## src/rtl/mprj_io_arb_pkg.sv

```systemverilog
`default_nettype none
// mprj_io_arb_pkg: shared types and bank-mapping constants for the user IO pad arbiter.
// Rev 1.0
package mprj_io_arb_pkg;

    typedef enum logic [1:0] {
        IDLE = 2'd0,
        OWN  = 2'd1,
        TURN = 2'd2
    } state_t;

    // Wrapper pad numbers covered by the shared bank, high to low.
    localparam int BANK_HI_MSB  = 37;
    localparam int BANK_HI_LSB  = 30;
    localparam int BANK_MID_MSB = 15;
    localparam int BANK_MID_LSB = 8;
    localparam int BANK_LO_MSB  = 7;
    localparam int BANK_LO_LSB  = 0;

    localparam int DEFAULT_PADS = (BANK_HI_MSB - BANK_HI_LSB + 1)
                                + (BANK_MID_MSB - BANK_MID_LSB + 1)
                                + (BANK_LO_MSB - BANK_LO_LSB + 1);

    function automatic int onehot_idx(input logic [7:0] vec);
        int idx;
        idx = 0;
        for (int i = 0; i < 8; i++) begin
            if (vec[i]) idx = i;
        end
        return idx;
    endfunction

endpackage
`default_nettype wire

```

## src/rtl/rr_pick.sv

```systemverilog
`default_nettype none
// rr_pick: combinational round-robin selector, first request at or above ptr, wrapping.
// Rev 1.0
module rr_pick #(
    parameter int NREQ = 4
) (
    input  logic [NREQ-1:0]         req,
    input  logic [$clog2(NREQ)-1:0] ptr,
    output logic [NREQ-1:0]         winner,
    output logic                    valid
);

    always_comb begin
        int idx;
        idx    = 0;
        winner = '0;
        valid  = 1'b0;
        for (int i = 0; i < NREQ; i++) begin
            idx = int'(ptr) + i;
            if (idx >= NREQ) idx = idx - NREQ;
            if (!valid && req[idx]) begin
                winner[idx] = 1'b1;
                valid       = 1'b1;
            end
        end
    end

endmodule
`default_nettype wire

```

## src/rtl/mprj_io_arbiter.sv

```systemverilog
`default_nettype none
// mprj_io_arbiter: round-robin time-sharing of the 24-pad user IO bank with hold timeout
// and a forced high-Z turnaround between owners.  Rev 1.0
module mprj_io_arbiter
    import mprj_io_arb_pkg::*;
#(
    parameter int NREQ     = 4,
    parameter int PADS     = DEFAULT_PADS,
    parameter int TURN_CYC = 2,
    parameter int HOLD_MAX = 255
) (
    input  logic                 wb_clk_i,
    input  logic                 wb_rst_ni,
    input  logic [NREQ-1:0]      req_i,
    input  logic [NREQ*PADS-1:0] req_out_i,
    input  logic [NREQ*PADS-1:0] req_oeb_i,
    output logic [NREQ-1:0]      grant_o,
    output logic [PADS-1:0]      io_out,
    output logic [PADS-1:0]      io_oeb,
    output logic [2:0]           irq
);

    localparam int PW = $clog2(NREQ);
    localparam int HW = (HOLD_MAX > 0) ? $clog2(HOLD_MAX + 1) : 1;
    localparam int TW = $clog2(TURN_CYC + 1);

    state_t          state;
    logic [PW-1:0]   ptr;
    logic [PW-1:0]   owner;
    logic [HW-1:0]   hold;
    logic [TW-1:0]   turn;

    logic [NREQ-1:0] pick_onehot;
    logic            pick_valid;
    logic [PW-1:0]   pick_idx;
    logic [PW-1:0]   next_ptr;
    logic [PW-1:0]   sel_idx;
    logic [PADS-1:0] sel_out;
    logic [PADS-1:0] sel_oeb;
    logic [HW-1:0]   hold_inc;
    logic            owner_req;
    logic            others_req;
    logic            timeout;
    logic            last_turn;
    logic            grant_now;

    rr_pick #(
        .NREQ (NREQ)
    ) u_rr_pick (
        .req    (req_i),
        .ptr    (ptr),
        .winner (pick_onehot),
        .valid  (pick_valid)
    );

    assign pick_idx = PW'(onehot_idx(8'(pick_onehot)));
    assign next_ptr = (pick_idx == PW'(NREQ - 1)) ? '0 : pick_idx + 1'b1;

    // Pad data comes from the incoming owner on a grant edge, else the sitting owner.
    assign sel_idx = (state == OWN) ? owner : pick_idx;
    assign sel_out = req_out_i[int'(sel_idx)*PADS +: PADS];
    assign sel_oeb = req_oeb_i[int'(sel_idx)*PADS +: PADS];

    // Counter value after this cycle's increment; timeout fires on the HOLD_MAX-th OWN cycle.
    assign hold_inc   = (hold == HW'(HOLD_MAX)) ? hold : hold + 1'b1;
    assign timeout    = (HOLD_MAX != 0) && (hold_inc == HW'(HOLD_MAX));
    assign owner_req  = req_i[owner];
    assign others_req = |(req_i & ~grant_o);
    assign last_turn  = (turn == TW'(TURN_CYC - 1));
    assign grant_now  = pick_valid && ((state == IDLE) || ((state == TURN) && last_turn));

    always_ff @(posedge wb_clk_i or negedge wb_rst_ni) begin
        if (!wb_rst_ni) begin
            state   <= IDLE;
            ptr     <= '0;
            owner   <= '0;
            hold    <= '0;
            turn    <= '0;
            grant_o <= '0;
            io_out  <= '0;
            io_oeb  <= '1;
            irq     <= '0;
        end else begin
            irq <= '0;
            if (grant_now) begin
                state   <= OWN;
                owner   <= pick_idx;
                ptr     <= next_ptr;
                hold    <= '0;
                grant_o <= pick_onehot;
                io_out  <= sel_out;
                io_oeb  <= sel_oeb;
                irq[1]  <= 1'b1;
            end else begin
                case (state)
                    OWN: begin
                        if (!owner_req || (timeout && others_req)) begin
                            state   <= TURN;
                            turn    <= '0;
                            grant_o <= '0;
                            io_out  <= '0;
                            io_oeb  <= '1;
                            // A voluntary release in the timeout cycle is not a preemption.
                            irq[0]  <= owner_req;
                        end else begin
                            hold   <= hold_inc;
                            io_out <= sel_out;
                            io_oeb <= sel_oeb;
                        end
                    end
                    TURN: begin
                        if (last_turn) state <= IDLE;
                        else           turn  <= turn + 1'b1;
                    end
                    default: state <= IDLE;
                endcase
            end
        end
    end

endmodule
`default_nettype wire
```

## config.mk

```make
export PLATFORM = sky130hd
export DESIGN_NAME = mprj_io_arbiter
export DESIGN_NICKNAME = d
export VERILOG_FILES = /design/src/rtl/mprj_io_arb_pkg.sv /design/src/rtl/rr_pick.sv /design/src/rtl/mprj_io_arbiter.sv
export SDC_FILE = /design/constraint.sdc
export NUM_CORES = 1
export LEC_CHECK = 0
export CAP_MARGIN = 10
export CORE_ASPECT_RATIO = 0.6
export CORE_MARGIN = 2
export CORE_UTILIZATION = 24
export DETAILED_ROUTE_END_ITERATION = 12
export GPL_ROUTABILITY_DRIVEN = 0
export PLACE_DENSITY_LB_ADDON = 0.25
export RECOVER_POWER = 50
export SYNTH_ARGS = -nofsm -noshare
export SYNTH_HDL_FRONTEND = slang
export SYNTH_HIERARCHICAL = 1
export SYNTH_SLANG_ARGS = --single-unit
```

## constraint.sdc

```tcl
create_clock -name wb_clk_i -period 8.1 [get_ports wb_clk_i]
set_input_delay 1.62 -clock wb_clk_i [delete_from_list [all_inputs] [get_ports wb_clk_i]]
set_output_delay 1.62 -clock wb_clk_i [all_outputs]
set_load 0.01 [all_outputs]
```

==> results.md, run 1 <==
- Die area: 26400 sq um
- Max cap viols: 1
- Pwr per Cell Area: 469 nW/um^2
- DRC violations left: 0
- Slew @ Worst Pin: 4.26 ns
- Crit start category: primary input
- Worst VDD drop: 0.265 mV
- Post-synthesis sequential area ratio: 0.296
- Final-report hold violation count: 0
- Hold buffers post-CTS: 0
- Post-CTS sizing: 0
- H-tree lvl count: 3
- Synth Flop Type: dfrtp_1
- Core ar.: 24400 sq um
- CTS tree: done
- CTS root buffer: clkbuf_16
- CTS max path bufs: 2
- CP endpoint kind: register
- Die Wd: 209 microns
- RSZ-0062 raised after global routing: no
- Via density: 5.18
- Final setup violation count: 0
- I/O pins: 253
- Pleak: 3.44 nW
- Clock Sinks: 70
- Via count: 6030
- Standard-cell row count: 44
- Final Instance Area: 8940 sq um
- Tcrit/Tclk final: 0.703
- Setup Skew: 0.0119 ns
- Async SR Flop Fraction: 1.00
- I/O Buffers: 251
- Post-DP HPWL: 15700 microns
- Multi-input logic area: 3700 sq um
- Total setup buffers inserted after CTS: 0
- Largest fanout on the critical path: 53
- Ant diodes: 0
- Area Growth Syn to Fin: 48.3%
- Initial core utilization: 0.247
- Critical Path RT: 8.33 ns
- Routed WL: 22400 microns
- Arrival @ worst endpoint: 5.93 ns
- Fin nets: 1044
- Die span in y: 127 microns
- Hold Path Class: register to register
- Fill count: 2469
- Relative slew slack: -1.84
- Clock Latency Late Sink: 0.34 ns
- Post-Syn Area: 6030 sq um
- GRT Util Overall: 0.168
- Post-route setup TNS: 0 ns
- Cell variety after synth: 59
- Vias in the first global route: 5924
- Global route overflow: 0
- Largest net degree at the start of global routing: 71
- Clock transition at the registers of the reported paths: 0.06 ns
- Routed wire per std cell: 19.2 microns
- Num CTS Buffers: 9
- Register area: 1780 sq um
- First-pass GRT wire length: 35100 microns
- Number of DRC markers in iteration 0: 351
- EDFF count, synth: 0
- Max Fclk: 0.176 GHz
- Cell Area, Placed: 8670 sq um
- Power Total: 0.00420 W
- Syn_nets: 840
- Failing checks: max-capacitance violations, max-slew violations
- Yosys reg bits: 70
- Setup Crit Path Kind: primary input to register
- Drt first pass iters: 5
- Final Slew Violations: 71
- Initial antenna violation count: 1
- Status: complete, but fails checks
- Mean post-synth cell area: 9.54 sq um
- Synth Warn #: 6
- Cells after Synth: 632
- Share of layout cells above drive strength 1: 0.182
- Tmin final: 5.70 ns
- Antenna viol nets, final: 0
[where the power goes]
group	total (W)	internal [W]	switching [W]	leakage (nW)
Clock	0.000379	0.000208	0.000171	0.131
Combinational	0.00311	0.00132	0.00179	2.47
Sequential	0.000701	0.000572	0.000129	0.834
[flip-flops by register name, summed over array words and instances, names as in the netlist]
signal	count
io_oeb	24
irq	2
turn	2
owner	2
ptr	2
grant_o	4
hold	8
io_out	24
state	2
[final timing paths]
check / startpoint / slack, ns / to / depth (start not counted)
min in group asynchronous: wb_rst_ni / 2.80 / irq[0] / 1
worst min register to register: io_out[8] / 0.51 / io_out[8] / 2
worst max-delay path: req_i[2] / 2.40 / io_oeb[14] / 12
worst max register to register: ptr[0] / 2.68 / io_oeb[14] / 13
worst min-delay path: io_out[8] / 0.51 / io_out[8] / 2
max in group asynchronous: wb_rst_ni / 2.94 / io_out[8] / 1
[worst max-delay path, cell delays in order]
cell and delay, ns:
clkdlybuf4s50_1 0.54, mux2i_1 0.42, mux2_2 0.29, a211oi_1 0.08, o2bb2ai_1 0.46, or2_2 0.20, buf_4 0.46, o21a_4 0.82
buf_4 0.49, o211ai_2 0.13, a22oi_1 0.24, a211oi_2 0.10
[routing by layer]
metal	wire length, microns	part of all wire	GRT usage
met1	11900	0.53	0.257
met2	8910	0.40	0.236
met3	1460	0.065	0.0451
met4	138	0.0062	0.0269
met5	0	0	0
[layout by cell type (no fill, tap or decap), types with 16 or more instances in the layout]
cell type        count
clkdlybuf4s50_1    223
inv_1               54
a22oi_1             49
o211ai_1            49
o211ai_2            48
dfrtp_1             46
nor2_1              36
a21oi_1             31
o21ai_1             30
dlygate4sd3_1       27
o21ai_0             25
mux4_2              25
dfstp_2             24
nand2_1             18
a211oi_2            16
[synth_stat cells (2+ instances only)]
library cell  count  area [sq um]
nor3_1            5          25.0
and4_1            2          17.5
inv_1            54           203
clkbuf_1         32           120
a22oi_1          49           368
buf_4             2          15.0
a21o_1            2          15.0
o2bb2ai_1         4          35.0
ha_1             10           125
buf_1             5          18.8
or3b_1            3          26.3
o21ai_1          30           150
nand3_1           4          20.0
o21ai_0          25           125
o211ai_1         49           368
nand2b_1          8          50.1
buf_2            14          70.1
buf_6            12           135
mux4_2           25           563
mux2i_1          15           150
mux2_2            2          22.5
nand4_1           3          18.8
nor2_1           37           139
a211oi_1         13          97.6
nor2b_1           5          31.3
o31ai_1           3          22.5
nand4b_1          2          17.5
o22ai_1           8          50.1
nand2_1          18          67.6
dfrtp_1          46          1150
dfstp_2          24           631
clkbuf_4          2          15.0
a21oi_1          31           155
o211ai_2         48           601
a211oi_2         16           200
[metrics by stage]
step / hold WS (ns) / utilization / cells / worst slack (ns)
final: 0.511 / 0.366 / 1163 / 2.40
after detailed placement: 0.500 / 0.355 / 1147 / 2.09
after floorplan: 0.472 / - / 632 / 4.07
after global placement: 0.501 / 0.355 / 1147 / 2.17
after global routing: 0.525 / 0.366 / 1163 / 2.10
after CTS: 0.509 / 0.366 / 1163 / 2.46
[area by class of cell]
| class | count | share of cell area |
|---|---|---|
| well taps | 322 | 0.0451 |
| repair buffers | 260 | 0.288 |
| multi-input cells | 440 | 0.414 |
| clock buffers | 9 | 0.0252 |
| flip-flops and latches | 70 | 0.199 |
| clock inverters | 7 | 0.00574 |
| inverters | 55 | 0.0231 |
[cell families (layout without fill, tap and decap cells)]
family	after synthesis	count (layout)	share of synthesized area
buffers and inverters	122	331	0.0963
muxes	43	43	0.124
xor gates and xnor gates	2	2	0.00291
adders and majority gates	10	10	0.0208
DFF	70	70	0.296
AOI/OAI and AO/OA	288	288	0.380
and+or+nand+nor	96	96	0.0799
other	1	1	0.000622
Power figures use the tool's default switching activity.
==> inputs of run 2 (changes only) <==
clock period = 6 ns   (was 8.1 ns; I/O delays follow)
==> results.md, run 2 (synthesized netlist as in run 1, its figures left out) <==
- Status: completed
- Initial core utilization: 0.247 (unchanged)
- Max cap viols: 0 (-1)
- Ant diodes: 0 (unchanged)
- RSZ-0062 raised after global routing: no
- Number of cells on the critical path: 12 (unchanged)
- Routed wire per std cell: 19.2 microns (-0.21%)
- Die Wd: 209 microns (unchanged)
- Routed WL: 22400 microns (+0.13%)
- Critical Path RT: 6.23 ns (-2.10 ns)
- Worst flop-to-flop path startpoint: ptr[0]
- Vias in the first global route: 5879 (-0.76%)
- Slew @ Worst Pin: 1.14 ns (-3.13 ns)
- I/O pins: 253 (unchanged)
- Number of DRC markers in iteration 0: 398 (+13%)
- WP buf/inv: 2 (-1)
- Num CTS Buffers: 9 (unchanged)
- Post-DP HPWL: 15800 microns (+1.1%)
- Clock transition at the registers of the reported paths: 0.06 ns (about the same)
- Final setup violation count: 0 (unchanged)
- Pwr per Cell Area: 643 nW/um^2 (+37%)
- Die area: 26400 sq um (unchanged)
- CTS root buffer: clkbuf_16
- CTS max path bufs: 2 (unchanged)
- Final std cells w/o fill: 1167 (+0.34%)
- First-pass GRT wire length: 35500 microns (+1.1%)
- H-tree lvl count: 3 (unchanged)
- Fin util: 0.369 (+0.00363)
- Post-route setup TNS: 0 ns (unchanged)
- Via count: 5888 (-2.4%)
- Core ar.: 24400 sq um (unchanged)
- Clock Latency Late Sink: 0.35 ns (about the same)
- Critical path destination: io_oeb[23]
- Largest fanout on the critical path: 39 (-26%)
- Drt first pass iters: 5 (unchanged)
- Relative slew slack: 0.243 (+2.08)
- Max Fclk: 0.224 GHz
- Global route overflow: 0 (unchanged)
- CTS tree: done
- R2R depth: 12 (-1)
- Tcrit/Tclk final: 0.745
- Standard-cell row count: 44 (unchanged)
- CP peak stage delay: 0.68 ns (-0.14 ns)
- Share of layout cells above drive strength 1: 0.183 (+0.00151)
- Pleak: 3.49 nW (+1.5%)
- Antenna viol nets, final: 0 (unchanged)
- Hold depth: 2 (unchanged)
- Biggest regs: io_oeb: 24 flops, io_out: 24 flops, hold: 8 flops
- Fin nets: 1048 (+0.38%)
- Most common cell after layout, fill and taps aside: clkdlybuf4s50_1
- Post-CTS sizing: 0 (unchanged)
- Setup slack, reg-to-reg: 1.53 ns (-1.15 ns)
- Reg2Reg Capture Point: io_oeb[23]
- Max stage delay cell, worst path: dfrtp_1
- DRC violations left: 0 (unchanged)
- Arrival @ worst endpoint: 4.70 ns (-1.23 ns)
- Final-report hold violation count: 0 (unchanged)
- Die span in y: 127 microns (unchanged)
- Clock Sinks: 70 (unchanged)
- Crit-path cells: inv_1 -> ha_1 -> mux2i_1 -> mux2_2 -> a211oi_1 -> o2bb2ai_1 -> or2_2 -> o21a_4 -> buf_4 -> o211ai_2 -> a22oi_1 -> a211oi_2
- Hold buffers post-CTS: 0 (unchanged)
- GRT Util Overall: 0.172 (+0.00358)
- Crit path from: ptr[0]
- Hold Path Class: register to register
- Via density: 5.05 (-2.7%)
- Final Slew Violations: 0 (-100%)
- I/O Buffers: 251 (unchanged)
- Area Growth Syn to Fin: 49.8%
- Total setup buffers inserted after CTS: 0 (unchanged)
- Worst VDD drop: 0.422 mV (+59%)
- Largest net degree at the start of global routing: 71 (unchanged)
- CP endpoint kind: register
- Setup Skew: 0.0109 ns (-0.00104 ns)
- Delay-heaviest family, CP: compound AO/OA/AOI/OAI gates
- Most frequent cells in the layout: clkdlybuf4s50_1, inv_1, a22oi_1, o211ai_1, o211ai_2
- Crit start category: register
- Setup Crit Path Kind: register to register
- Inst Count DP: 1151 (+0.35%)
- Tmin final: 4.47 ns
- Initial antenna violation count: 1 (unchanged)
run 2: cell count changes in the layout (fill, tap and decap cells not counted):
| cell | previous run | this run |
|---|---|---|
| buf_4 | 9 | 14 |
| bufinv_16 | 0 | 3 |
| clkinv_4 | 3 | 0 |
| clkbuf_1 | 1 | 3 |
| clkinvlp_4 | 2 | 0 |
| clkinv_2 | 2 | 1 |
run 2: worst min path at each step:
stage,start,endpoint,slack (ns)
finish,io_oeb[1],io_oeb[1],0.50
CTS,io_oeb[1],io_oeb[1],0.51
detailed placement,io_oeb[10],io_oeb[10],0.50
floorplan,hold[4],hold[4],0.47
global route,io_oeb[3],io_oeb[3],0.52
global placement,hold[4],hold[4],0.50
run 2: where the power goes:
part           switching [W]  leakage [nW]  total [W]  internal, W
logic                0.00241          2.50    0.00424      0.00183
registers           0.000167         0.834   0.000939     0.000772
clock network       0.000221         0.161   0.000627     0.000406
total                0.00280          3.49    0.00580      0.00301
run 2: stage by stage:
stage          area (sq um)  hold slack (ns)  total power [W]  setup slack [ns]
6_report               9030            0.504          0.00580              1.53
5_1_grt                9030            0.522          0.00630              1.11
4_1_cts                9030            0.508          0.00591              1.51
3_5_place_dp           8700            0.499          0.00525              1.18
3_3_place_gp           8700            0.502          0.00521              1.24
2_1_floorplan          6030            0.472          0.00415              2.39
run 2: layout make-up:
| type | count | area (sq um) |
|---|---|---|
| Fill cell | 2475 | 15400 |
| Sequential cell | 70 | 1780 |
| Clock buffer | 12 | 236 |
| Timing Repair Buffer | 264 | 2610 |
| Tap cell | 322 | 403 |
| Multi-Input combinational cell | 440 | 3700 |
| Inverter | 55 | 206 |
| Clock inverter | 4 | 95.1 |
run 2: layer usage:
| metal | track usage | wire length [microns] | up-vias | part of all wire |
|---|---|---|---|---|
| met5 | 0 | 0 | - | 0 |
| met4 | 0.0252 | 87 | 0 | 0.0039 |
| met3 | 0.0433 | 1320 | 5 | 0.059 |
| met2 | 0.233 | 9040 | 167 | 0.40 |
| met1 | 0.271 | 12000 | 2879 | 0.53 |
| li1 | - | - | 2837 | - |
run 2: worst reg2reg max path, delay by kind of cell (launching register included):
kind	cells	cell delay (ns)
AO/OA/AOI/OAI	6	1.61
multiplexers	2	0.74
flip-flops	1	0.68
buffers and inverters	2	0.62
adder cells (fa/ha/maj)	1	0.48
AND/OR/NAND/NOR	1	0.23
